## src/rtl/down_count_timer.sv

```systemverilog
// down_count_timer: loadable down-counter / timeout and period generator.
// Loads a terminal value, decrements once per enabled tick while running, and
// emits a one-cycle terminal-count pulse (tc) when the count expires.
// Supports one-shot and auto-reload modes.
// Optional feature macro: DOWN_PRESCALE_EN. When it is defined, a prescaler
// makes only every PRESCALE-th en-high cycle a decrement opportunity.
module down_count_timer #(
    parameter int WIDTH    = 5,
    parameter int PRESCALE = 4
) (
    input  logic             clk,
    input  logic             clr,
    input  logic             load,
    input  logic [WIDTH-1:0] load_val,
    input  logic             en,
    input  logic             auto_rl,
    output logic [WIDTH-1:0] q,
    output logic             tc,
    output logic             busy
);

    typedef enum logic [0:0] {
        IDLE = 1'b0,
        RUN  = 1'b1
    } state_t;

    state_t           state_r, state_s;
    logic [WIDTH-1:0] q_r, q_s;
    logic [WIDTH-1:0] reload_r, reload_s;
    logic             tc_r, tc_s;
    logic             busy_r;
    logic             tick_s;

`ifdef DOWN_PRESCALE_EN
    localparam int PW = (PRESCALE > 1) ? $clog2(PRESCALE) : 1;
    localparam logic [PW-1:0] PRESC_MAX = PW'(PRESCALE - 1);

    logic [PW-1:0] presc_r, presc_s;

    // A tick happens only on the en-high cycle where the prescaler is at its last value.
    always_comb begin
        tick_s = (state_r == RUN) && en && (presc_r == PRESC_MAX);
    end

    // Prescaler next value: clear on load or on leaving RUN, count en-high cycles in RUN.
    always_comb begin
        presc_s = presc_r;
        if (load) begin
            presc_s = {PW{1'b0}};
        end else if ((state_r == RUN) && en) begin
            if (presc_r == PRESC_MAX) begin
                presc_s = {PW{1'b0}};
            end else begin
                presc_s = presc_r + PW'(1);
            end
        end else begin
            presc_s = presc_r;
        end
        if (state_s == IDLE) begin
            presc_s = {PW{1'b0}};
        end else begin
            presc_s = presc_s;
        end
    end

    // Prescaler register, cleared by clr.
    always_ff @(posedge clk) begin
        if (clr) begin
            presc_r <= {PW{1'b0}};
        end else begin
            presc_r <= presc_s;
        end
    end
`else
    // Without the prescaler every en-high cycle in RUN is a decrement opportunity.
    always_comb begin
        tick_s = (state_r == RUN) && en;
    end
`endif

    // Next-state, next-count and terminal-count logic; load beats a tick.
    always_comb begin
        state_s  = state_r;
        q_s      = q_r;
        reload_s = reload_r;
        tc_s     = 1'b0;
        if (load) begin
            q_s      = load_val;
            reload_s = load_val;
            if (load_val != {WIDTH{1'b0}}) begin
                state_s = RUN;
            end else begin
                state_s = IDLE;
            end
        end else begin
            case (state_r)
                RUN: begin
                    if (tick_s) begin
                        if (q_r > WIDTH'(1)) begin
                            q_s = q_r - WIDTH'(1);
                        end else begin
                            // Expiry: q==1 (q==0 cannot occur in RUN but is treated alike).
                            tc_s = 1'b1;
                            if (auto_rl) begin
                                q_s = reload_r;
                            end else begin
                                q_s     = {WIDTH{1'b0}};
                                state_s = IDLE;
                            end
                        end
                    end else begin
                        q_s = q_r;
                    end
                end
                IDLE: begin
                    q_s = q_r;
                end
                default: begin
                    q_s     = {WIDTH{1'b0}};
                    state_s = IDLE;
                end
            endcase
        end
    end

    // State and output registers; clr clears everything and aborts a run silently.
    always_ff @(posedge clk) begin
        if (clr) begin
            state_r  <= IDLE;
            q_r      <= {WIDTH{1'b0}};
            reload_r <= {WIDTH{1'b0}};
            tc_r     <= 1'b0;
            busy_r   <= 1'b0;
        end else begin
            state_r  <= state_s;
            q_r      <= q_s;
            reload_r <= reload_s;
            tc_r     <= tc_s;
            busy_r   <= (state_s == RUN);
        end
    end

    assign q    = q_r;
    assign tc   = tc_r;
    assign busy = busy_r;

endmodule

```

## config.mk

```make
export PLATFORM = sky130hd
export DESIGN_NAME = down_count_timer
export DESIGN_NICKNAME = d
export VERILOG_FILES = /design/src/rtl/down_count_timer.sv
export SDC_FILE = /design/constraint.sdc
export NUM_CORES = 1
export LEC_CHECK = 0
export CAP_MARGIN = 5
export CORE_MARGIN = 2
export CORE_UTILIZATION = 50
export DETAILED_ROUTE_END_ITERATION = 10
export MAX_ROUTING_LAYER = met4
export PLACE_DENSITY = 0.87
export SKIP_CTS_REPAIR_TIMING = 1
export SLEW_MARGIN = 25
export SYNTH_ARGS = -nofsm -noshare
export SYNTH_HDL_FRONTEND = slang
export SYNTH_SLANG_ARGS = --single-unit
```

## constraint.sdc

```tcl
create_clock -name clk -period 2.35 [get_ports clk]
set_input_delay 0.47 -clock clk [delete_from_list [all_inputs] [get_ports clk]]
set_output_delay 0.47 -clock clk [all_outputs]
set_load 0.005 [all_outputs]
```

---- After elaboration in Yosys (flattened, before gate mapping) ----
Cells that the tools add are included.
cells by class
  reductions and logical operators ........ 4
  shift operators ......................... 0
  equal/unequal tests ..................... 2
  bitwise operators ....................... 2
  div/mod/pow operators ................... 0
  order comparisons ....................... 1
  muxes and demuxes ....................... 12
  add/sub/neg operators ................... 1
  multiply operators ...................... 0
operators with widths
  kind                   count
  $mux W5                5
  $mux W1                7
  $gt A5 B1 Y1 const B   1
  $reduce_bool A5 Y1     1
  $sub A5 B1 Y5 const B  1
  $reduce_or A4 Y1       1
  $ne A3 B2 Y1 const B   1
  $ne A2 B2 Y1 const B   1
  $not A1 Y1             2
  $reduce_and A2 Y1      1
  $logic_and A1 B1 Y1    1
storage, ports and cells
  bits in latches ......................... 0
  input port bits ......................... 10
  flip-flop bits (word level) ............. 12
  logic and storage cells ................. 26
  memories kept ........................... 0
  bits in writable memories ............... 0
  output and inout port bits .............. 7
  ROM bits ................................ 0

---- Depth between registers and ports, before layout ----
  depth in word-level cells ............... 5
  gate-level depth with buffers ........... 6
  gate-level depth less buffers ........... 6

---- Worst setup path before layout ----
Ideal clock, no wire load.
  path kind ............................... flip-flop to flip-flop
  from .................................... register q_r[1], in the netlist q[1]
  to ...................................... register q_r[0], in the netlist q[0]
  buffers on the path ..................... 0
  setup slack ............................. 0.973 ns
  cell stages (with the launch flop) ...... 6
  setup time .............................. 0.076 ns
  arrival time ............................ 1.301 ns
  path through ............................ dfxtp_1 > inv_1 > ha_1 > o21a_4 > mux2_4 > o22ai_2
between the ends
  cells in the longest elaborated chain, start to end .. 5
RTL lines
  item                    RTL line  text
  from (decl)             28        logic [WIDTH-1:0] q_r, q_s;
  from (signal assigned)  130       q_r <= {WIDTH{1'b0}};
  from (signal assigned)  136       q_r <= q_s;
  $gt A5 B1 Y1            99        if (q_r > WIDTH'(1)) begin
  $mux W5                 99
  $mux W5                 98        if (tick_s) begin
  $mux W5                 96        case (state_r)
  $mux W5                 87        if (load) begin
Every way passes these cells. The select of a mux whose other input is x is not followed.
A chain may end at the register's enable or synchronous reset.

---- Worst setup path in the final report ----
  from .................................... register q_r[4], in the netlist q[4]
  to ...................................... output q[4]
RTL lines
  item       RTL line  text
  to (decl)  17        output logic [WIDTH-1:0] q,
No word-level cell between the ends.

==> impl_metrics.json <==
{
  "synth_area_um2": 681,
  "yosysTopAreaCell": "dfxtp_1",
  "synth_top_area_frac": 0.353,
  "die-area_um2": 1670,
  "design.final.nets": 105,
  "crit_chain": "clkdlybuf4s50_1",
  "max_freq_mhz": 564,
  "grt_pass1_vias": 530,
  "wl_met1_um": 599,
  "routed_wl_um": 1300,
  "ys_top_cells_by_area": "dfxtp_1 (35%), mux2i_1 (8.8%), nor2_1 (6.1%), a22oi_1 (4.4%), mux2_4 (4.4%)",
  "grt_setup_unrepaired": "false",
  "critical_path.top_delay_family": "buffers and inverters",
  "multi_input_area_um2": 405,
  "ant_nets": 0,
  "cpMaxStageDelayCell": "clkdlybuf4s50_1",
  "slowest_delay_ps": 560,
  "synth_edf_count": 0,
  "yosysSeqAreaShare": 0.353,
  "syn_to_final_growth_pct": 28.9,
  "clk_latency_ps": 260,
  "maxSlewHeadroom": 0.730,
  "required_ps": 1880,
  "num_io_pins": 17,
  "ys.flop_type": "dfxtp_1",
  "antenna_found_initial": 0,
  "avgViaCountPerCell": 5.58,
  "postSynthCellCount": 73,
  "hp-class": "register to register",
  "tightest_slew_ps": 404,
  "core_area_um2": 1280,
  "ir_worst_vdd_mv": 0.481,
  "cts_root_buffer": "clkbuf_4",
  "portBuffers": 16,
  "worstPathArrival_ps": 1300,
  "tns_ps": 0,
  "clkSinkCount": 12,
  "die_h_um": 40.9,
  "end_kind": "output port",
  "hold_slack_ps": 491,
  "grtUsageTotal": 0.213,
  "finalHoldViolations": 0,
  "synth_warnings": 0,
  "run_status": "completed",
  "dr.pass1.iters": 4,
  "die_x_um": 40.9,
  "wl_met2_um": 598,
  "crit_type": "register to output port",
  "htree_levels": 1,
  "area.sequential_um2": 240,
  "dr_wl_met3_um": 82,
  "grt_max_degree": 12,
  "yosysMostFrequentCell": "dfxtp_1",
  "fillCellCount": 117,
  "cts.reportedPaths.clkPinSlew_ps": 70,
  "drive_gt1_frac": 0.143,
  "finalSetupViolations": 0,
  "drc": 0,
  "path_buf_inv": 1,
  "p_leak_nw": 0.351,
  "p_per_area_nw_per_um2": 565,
  "slew_violations": 0,
  "place.gp.congestion": 0.843,
  "clock_skew_ps": 0.342,
  "clockBufferDepth": 2,
  "avgSynthCellArea_um2": 9.32,
  "synth_cell_types": 31,
  "grt_pass1_wl_um": 2330,
  "ys_ff_latch": 12,
  "start_util": 0.530,
  "grt_overflow": 0,
  "synth_common_cells": "dfxtp_1 (12), nor2_1 (11), mux2i_1 (6), nand2_1 (5)",
  "cap_violations": 0,
  "rows": 13,
  "cts_tree": "done",
  "ys_async_sr_fraction": 0,
  "syn_nets": 85,
  "numCtsBuffers": 3,
  "vias": 592,
  "wl_per_cell_um": 12.2,
  "n_antenna_cell": 0,
  "cp-start-kind": "register",
  "dr.max_layer_used": "met4",
  "crit_fanout": 6,
  "dp_hpwl_um": 1030,
  "fin_crit_sh": 0.754,
  "fin_crit_ps": 1770,
  "drt_iter0_markers": 18
}
-- worst paths after layout --
path	slack, ps	cells after the start	end	startpoint
setup / recovery	580	1	q[4]	q[4]
hold / removal	490	2	q[4]	reload_r[4]
setup reg to reg	870	5	q[3]	q[1]
hold reg to reg	490	2	q[4]	reload_r[4]
-- layout by cell type (no fill, tap or decap) --
cell / netlist / final
buf_4: 0 / 2
a221oi_1: 1 / 1
a311oi_1: 1 / 1
nor2b_1: 1 / 1
or3_4: 1 / 1
a31oi_1: 1 / 1
nand2_1: 5 / 5
o32ai_1: 1 / 1
a211oi_1: 1 / 1
nor3_4: 1 / 1
mux2i_1: 6 / 6
a22oi_1: 4 / 4
o21ai_2: 1 / 1
inv_1: 4 / 4
nand3_1: 1 / 1
ha_1: 2 / 2
o22ai_2: 2 / 2
clkbuf_4: 0 / 3
o21a_4: 1 / 1
nor4_1: 1 / 1
a21oi_1: 2 / 2
nand2b_1: 1 / 1
nor3_1: 1 / 1
clkdlybuf4s50_1: 0 / 16
mux2_4: 2 / 2
xor2_1: 2 / 2
a221o_1: 1 / 1
o21ai_0: 2 / 2
nor2_1: 11 / 11
nor3b_1: 1 / 1
dfxtp_1: 12 / 12
-- per-layer routing --
metal  vias up  global-route usage
met5         -                   -
met4         0              0.0750
met3         2              0.0326
met2        28               0.316
met1       258               0.291
li1        304                   -
-- power breakdown --
group / internal [mW] / switching [mW] / leakage, nW / total (mW)
Sequential: 0.217 / 0.0172 / 0.0991 / 0.234
Clock: 0.0592 / 0.0605 / 0.0138 / 0.120
Combinational: 0.0809 / 0.0610 / 0.238 / 0.142
Total: 0.357 / 0.139 / 0.351 / 0.496
-- area by class of cell --
type                       count  area share
timing repair buffer          18       0.200
tap                           15      0.0214
inverter                       4      0.0171
clock buffer                   3      0.0257
multi-input combinational     54       0.462
sequential                    12       0.274
-- state kept, by name, summed over array words and instances (netlist names) --
name,flops
tc,1
reload_r,5
q,5
busy,1
-- kinds of logic after synthesis --
group           count (synthesis)  synth area share
compound gates                 18             0.219
xor+xnor                        2            0.0257
fa+ha+maj                       2            0.0368
buf+inv                         7            0.0515
flops                          12             0.353
mux                             8             0.132
simple gates                   24             0.182
-- per-stage QoR --
step	total power, mW	cell area, µm²	setup WS [ps]	utilization	std cells
after detailed placement	0.381	855	407	0.665	103
after global placement	0.380	855	433	0.665	103
final	0.496	877	577	0.683	106
after floorplan	0.329	681	973	-	73
after global routing	0.527	877	509	0.683	106
after CTS	0.502	877	562	0.683	106
Note: power is estimated with default switching activity, not from simulation.
==> edit 1, RTL diff (same flow settings) <==
Change the parameter `WIDTH` from 5 to 10.
--- a/src/rtl/down_count_timer.sv
+++ b/src/rtl/down_count_timer.sv
@@ -7,3 +7,3 @@
 module down_count_timer #(
-    parameter int WIDTH    = 5,
+    parameter int WIDTH    = 10,
     parameter int PRESCALE = 4
Ports: changed (resized load_val and q); port bits go from 17 to 27. The function was not compared with the original's and may differ.
==> edit 1 against the unedited design <==
- sequential cell count grew 10
- wire length grew 140%
- final cell count grew 86%
- design area grew 71%
- area after synthesis grew 76%
- utilization shrank 1.1 points
- power grew 71%
- setup slack lost 0.24 ns
==> edit 1: results (changes against the unedited design) <==
hold path start=reload_r[8] (was reload_r[4]); status=completed (unchanged); fraction of layout cells with a size suffix above 1=6.509% (was 14.29%); CP delay by family, top=compound AO/OA/AOI/OAI gates (was buffers and inverters); commonest cells in the netlist=dfxtp_1 (22), nor2_1 (19), a21oi_1 (15) (was dfxtp_1 (12), nor2_1 (11), mux2i_1 (6)); leakage=0.5773 nW (was 0.3511 nW); Clock Pin Slew Worst Setup and Hold Paths=0.12 ns (was 0.07 ns); Synth area leaders=dfxtp_1 (37%), mux2i_1 (9.2%), a21oi_1 (6.3%), nor2_1 (5.9%), a31oi_1 (4.2%) (was dfxtp_1 (35%), mux2i_1 (8.8%), nor2_1 (6.1%), a22oi_1 (4.4%), mux2_4 (4.4%)); R2R cell count=6 (was 5); internal power=0.0005819 W (was 0.0003572 W); crit-path max FO=8 (was 6); drt total wl=3113 um (was 1295 um); relative slew slack=64.95% (was 72.96%); Hold Path Sink=reload_r[8] (was q[4]); Critical Path Slowest Stage Cell=o211ai_1 (was clkdlybuf4s50_1); total track usage=25.40% (was 21.35%); Mapped Nets=162 (was 85); hpwl dp=2359 um (was 1027 um); first-pass GRT wire length=5112 um (was 2325 um); worst ir drop on vdd=0.0004354 V (was 0.0004810 V); Detailed Route Iter0 Violations=59 (was 18); Worst Setup End Kind=flip-flop (was output port); synth unique cells=35 (was 31); sequential cell area fraction in the yosys report=36.74% (was 35.29%); largest net degree at the start of global routing=22 (was 12); CP Data Arrival Time=2.24 ns (was 1.30 ns); nets=188 (was 105); worst-skew pair later-pin latency=0.31 ns (was 0.26 ns); GP Congestion=1.021 (was 0.8431); vias in the first global route=1131 (was 530); clock skew=0.008688 ns (was 0.0003424 ns)
## edit 1: cells by family (layout without fill, tap and decap cells)
kind of cell,Yosys count,after routing,share of synthesized area (%)
flip-flops,22,22,36.74
adder cells (fa/ha/maj),2,2,2.087
AND/OR/NAND/NOR,48,48,21.82
XOR/XNOR,2,2,1.462
multiplexers,11,11,9.186
buffers and inverters,15,39,5.532
AO/OA/AOI/OAI,45,45,23.17
## edit 1: cell type report
| cell class | count | area (um2) |
|---|---|---|
| Clock buffer | 3 | 22.52 |
| Tap cell | 28 | 35.03 |
| Multi-Input combinational cell | 108 | 691.9 |
| Timing Repair Buffer | 29 | 282.8 |
| Inverter | 7 | 26.28 |
| Sequential cell | 22 | 440.4 |
| Fill cell | 202 | 734.5 |
## edit 1: per-layer routing
layer	wire, um	track usage (%)	vias to the layer above
met5	0	-	-
met4	48	12.82	0
met3	262	3.672	6
met2	1475	40.00	70
met1	1327	31.75	572
li1	-	-	585
## edit 1: power groups by stage
stage / Combinational (W) / Sequential [W] / Clock (W)
floorplan: 0.000153 / 0.000433 / 0
global placement: 0.000237 / 0.000434 / 0
detailed placement: 0.000243 / 0.000436 / 0
CTS: 0.000244 / 0.000428 / 0.000174
global route: 0.000270 / 0.000432 / 0.000191
finish: 0.000247 / 0.000428 / 0.000173
## edit 1: stage by stage
stage	cells	power, W	hold WS, ns	cell area, um2	setup WS [ns]
after global placement	194	0.0006715	0.4605	1476	0.3741
after CTS	197	0.0008460	0.4947	1499	0.3797
after detailed placement	194	0.0006793	0.4755	1476	0.3485
final	197	0.0008483	0.4907	1499	0.3364
after floorplan	145	0.0005860	0.4507	1199	0.5039
after global routing	197	0.0008925	0.5160	1499	0.1318
==> edit 2, RTL diff (same flow settings) <==
Made on the original files. Register the output `q` once more, without a reset; this adds one clock of latency there. The other outputs are not delayed to match.
--- a/src/rtl/down_count_timer.sv
+++ b/src/rtl/down_count_timer.sv
@@ -142,3 +142,5 @@
 
-    assign q    = q_r;
+    always_ff @(posedge clk) begin
+        q <= q_r;
+    end
     assign tc   = tc_r;
Formal check against the unedited RTL: not equivalent (a bounded check fails within 4 cycles, from zero or initial values).
==> edit 2 against the unedited design <==
- design area up 12%
- count of clock-buffer cells in the layout unchanged
- sequential cell count up 5
- area after synthesis up 12%
- maximum frequency up 6.3%
- setup slack better by 0.11 ns
- power up 26%
- wire length up 21%
- first-iteration DRC count down 44%
- critical path type unchanged
==> edit 2: results (changes against the unedited design) <==
worst ir drop on vdd=0.0003779 V (was 0.0004810 V); Post-synth ARST share=0% (unchanged); Synth area leaders=dfxtp_1 (44%), mux2i_1 (7.8%), nor2_1 (4.4%), a22oi_1 (3.9%), mux2_4 (3.9%) (was dfxtp_1 (35%), mux2i_1 (8.8%), nor2_1 (6.1%), a22oi_1 (4.4%), mux2_4 (4.4%)); leakage=0.3914 nW (was 0.3511 nW); Main synth FF type=dfxtp_1 (unchanged); Hold Crit Class=flip-flop to flip-flop (unchanged); fill cell count=136 (was 117); relative slew slack=71.60% (was 72.96%); first-pass GRT wire length=2815 um (was 2325 um); CP delay by family, top=buffers and inverters (unchanged); CP peak stage delay=0.52 ns (was 0.56 ns); sequential cell area fraction in the yosys report=44.44% (was 35.29%); largest net degree at the start of global routing=12 (unchanged); Num CTS Buffers=3 (unchanged); clock skew=0.003922 ns (was 0.0003424 ns); Port Buf Inserts=16 (unchanged); antenna violations before repair=0 (unchanged); CTS H-tree lvls=1 (unchanged); status=completed (unchanged); Critical Path Slowest Stage Cell=clkdlybuf4s50_1 (unchanged); Clock Pin Slew Worst Setup and Hold Paths=0.09 ns (was 0.07 ns); drt pass-1 iters=4 (unchanged); crit-path max FO=4 (was 6); fraction of layout cells with a size suffix above 1=14.58% (was 14.29%); biggest regs=q (5), q_r (5), reload_r (5); total track usage=20.99% (was 21.35%); CTS root buffer=clkbuf_4 (unchanged); CP Data Arrival Time=1.20 ns (was 1.30 ns); Avg Synthesized Cell Area=10.08 um2 (was 9.324 um2); DP Area=952.2 um2 (was 854.6 um2); vias in the first global route=617 (was 530); commonest cells in the netlist=dfxtp_1 (17), nor2_1 (9), mux2i_1 (6) (was dfxtp_1 (12), nor2_1 (11), mux2i_1 (6)); Antenna diodes=0 (unchanged); yosys warns=0 (unchanged); synth unique cells=31 (unchanged); drt total wl=1566 um (was 1295 um); switch share=27.65% (was 27.96%); Detailed Route Iter0 Violations=10 (was 18); worst-skew pair later-pin latency=0.30 ns (was 0.26 ns); Mapped Nets=88 (was 85); vias=638 (was 592); synthesis-stage register bit count=17 (was 12); Post-Layout Cell Count=112 (was 106); worst-case clock buffer depth=2 (unchanged); pre-CTS setup slack=0.5126 ns (was 0.4065 ns); EDFF count, synth=0 (unchanged); hpwl dp=1196 um (was 1027 um); GP Congestion=0.9203 (was 0.8431)
[edit 2: per-layer routing]
layer  GRT usage [%]  vias up  routed length (um)
li1                -      314                   -
met1           25.00      304                 740
met2           33.43       17                 748
met3           6.383        3                  60
met4           7.273        0                  16
met5               -        -                   0
[edit 2: final cells by class]
| class | count | area (um2) | area share [%] |
|---|---|---|---|
| multi-input cells | 53 | 401.6 | 41.00 |
| well taps | 16 | 20.02 | 2.043 |
| inverters | 4 | 15.01 | 1.533 |
| repair buffers | 18 | 175.2 | 17.88 |
| clock buffers | 3 | 22.52 | 2.299 |
| flip-flops and latches | 17 | 340.3 | 34.74 |
| clock inverters | 1 | 5.005 | 0.5109 |
[edit 2: worst paths after layout]
check,startpoint,to,slack (ns),cells past startpoint
worst max-delay path,busy,busy,0.68,1
worst min-delay path,q_r[1],q[1],0.42,0
worst max register to register,q_r[1],busy,0.85,5
worst min register to register,q_r[1],q[1],0.42,0
[edit 2: power groups by stage]
| stage | combinational, W | clock [W] | sequential, W |
|---|---|---|---|
| floorplan | 0.0000877 | 0 | 0.000331 |
| global placement | 0.000138 | 0 | 0.000333 |
| detailed placement | 0.000142 | 0 | 0.000335 |
| CTS | 0.000143 | 0.000162 | 0.000328 |
| global route | 0.000159 | 0.000171 | 0.000331 |
| finish | 0.000143 | 0.000155 | 0.000328 |
[edit 2: worst register-to-register path: cells and delay by family (launching register included)]
kind | cells | cell delay [ns]
DFF | 1 | 0.42
buffers and inverters | 1 | 0.08
AOI/OAI and AO/OA | 3 | 0.70
adders and majority gates | 1 | 0.21
[edit 2: kinds of logic after synthesis]
| family | share of synthesized area [%] |
|---|---|
| flops | 44.44 |
| buf+inv | 3.103 |
| simple gates | 16.34 |
| fa+ha+maj | 3.267 |
| xor+xnor | 2.288 |
| compound gates | 18.79 |
| mux | 11.77 |
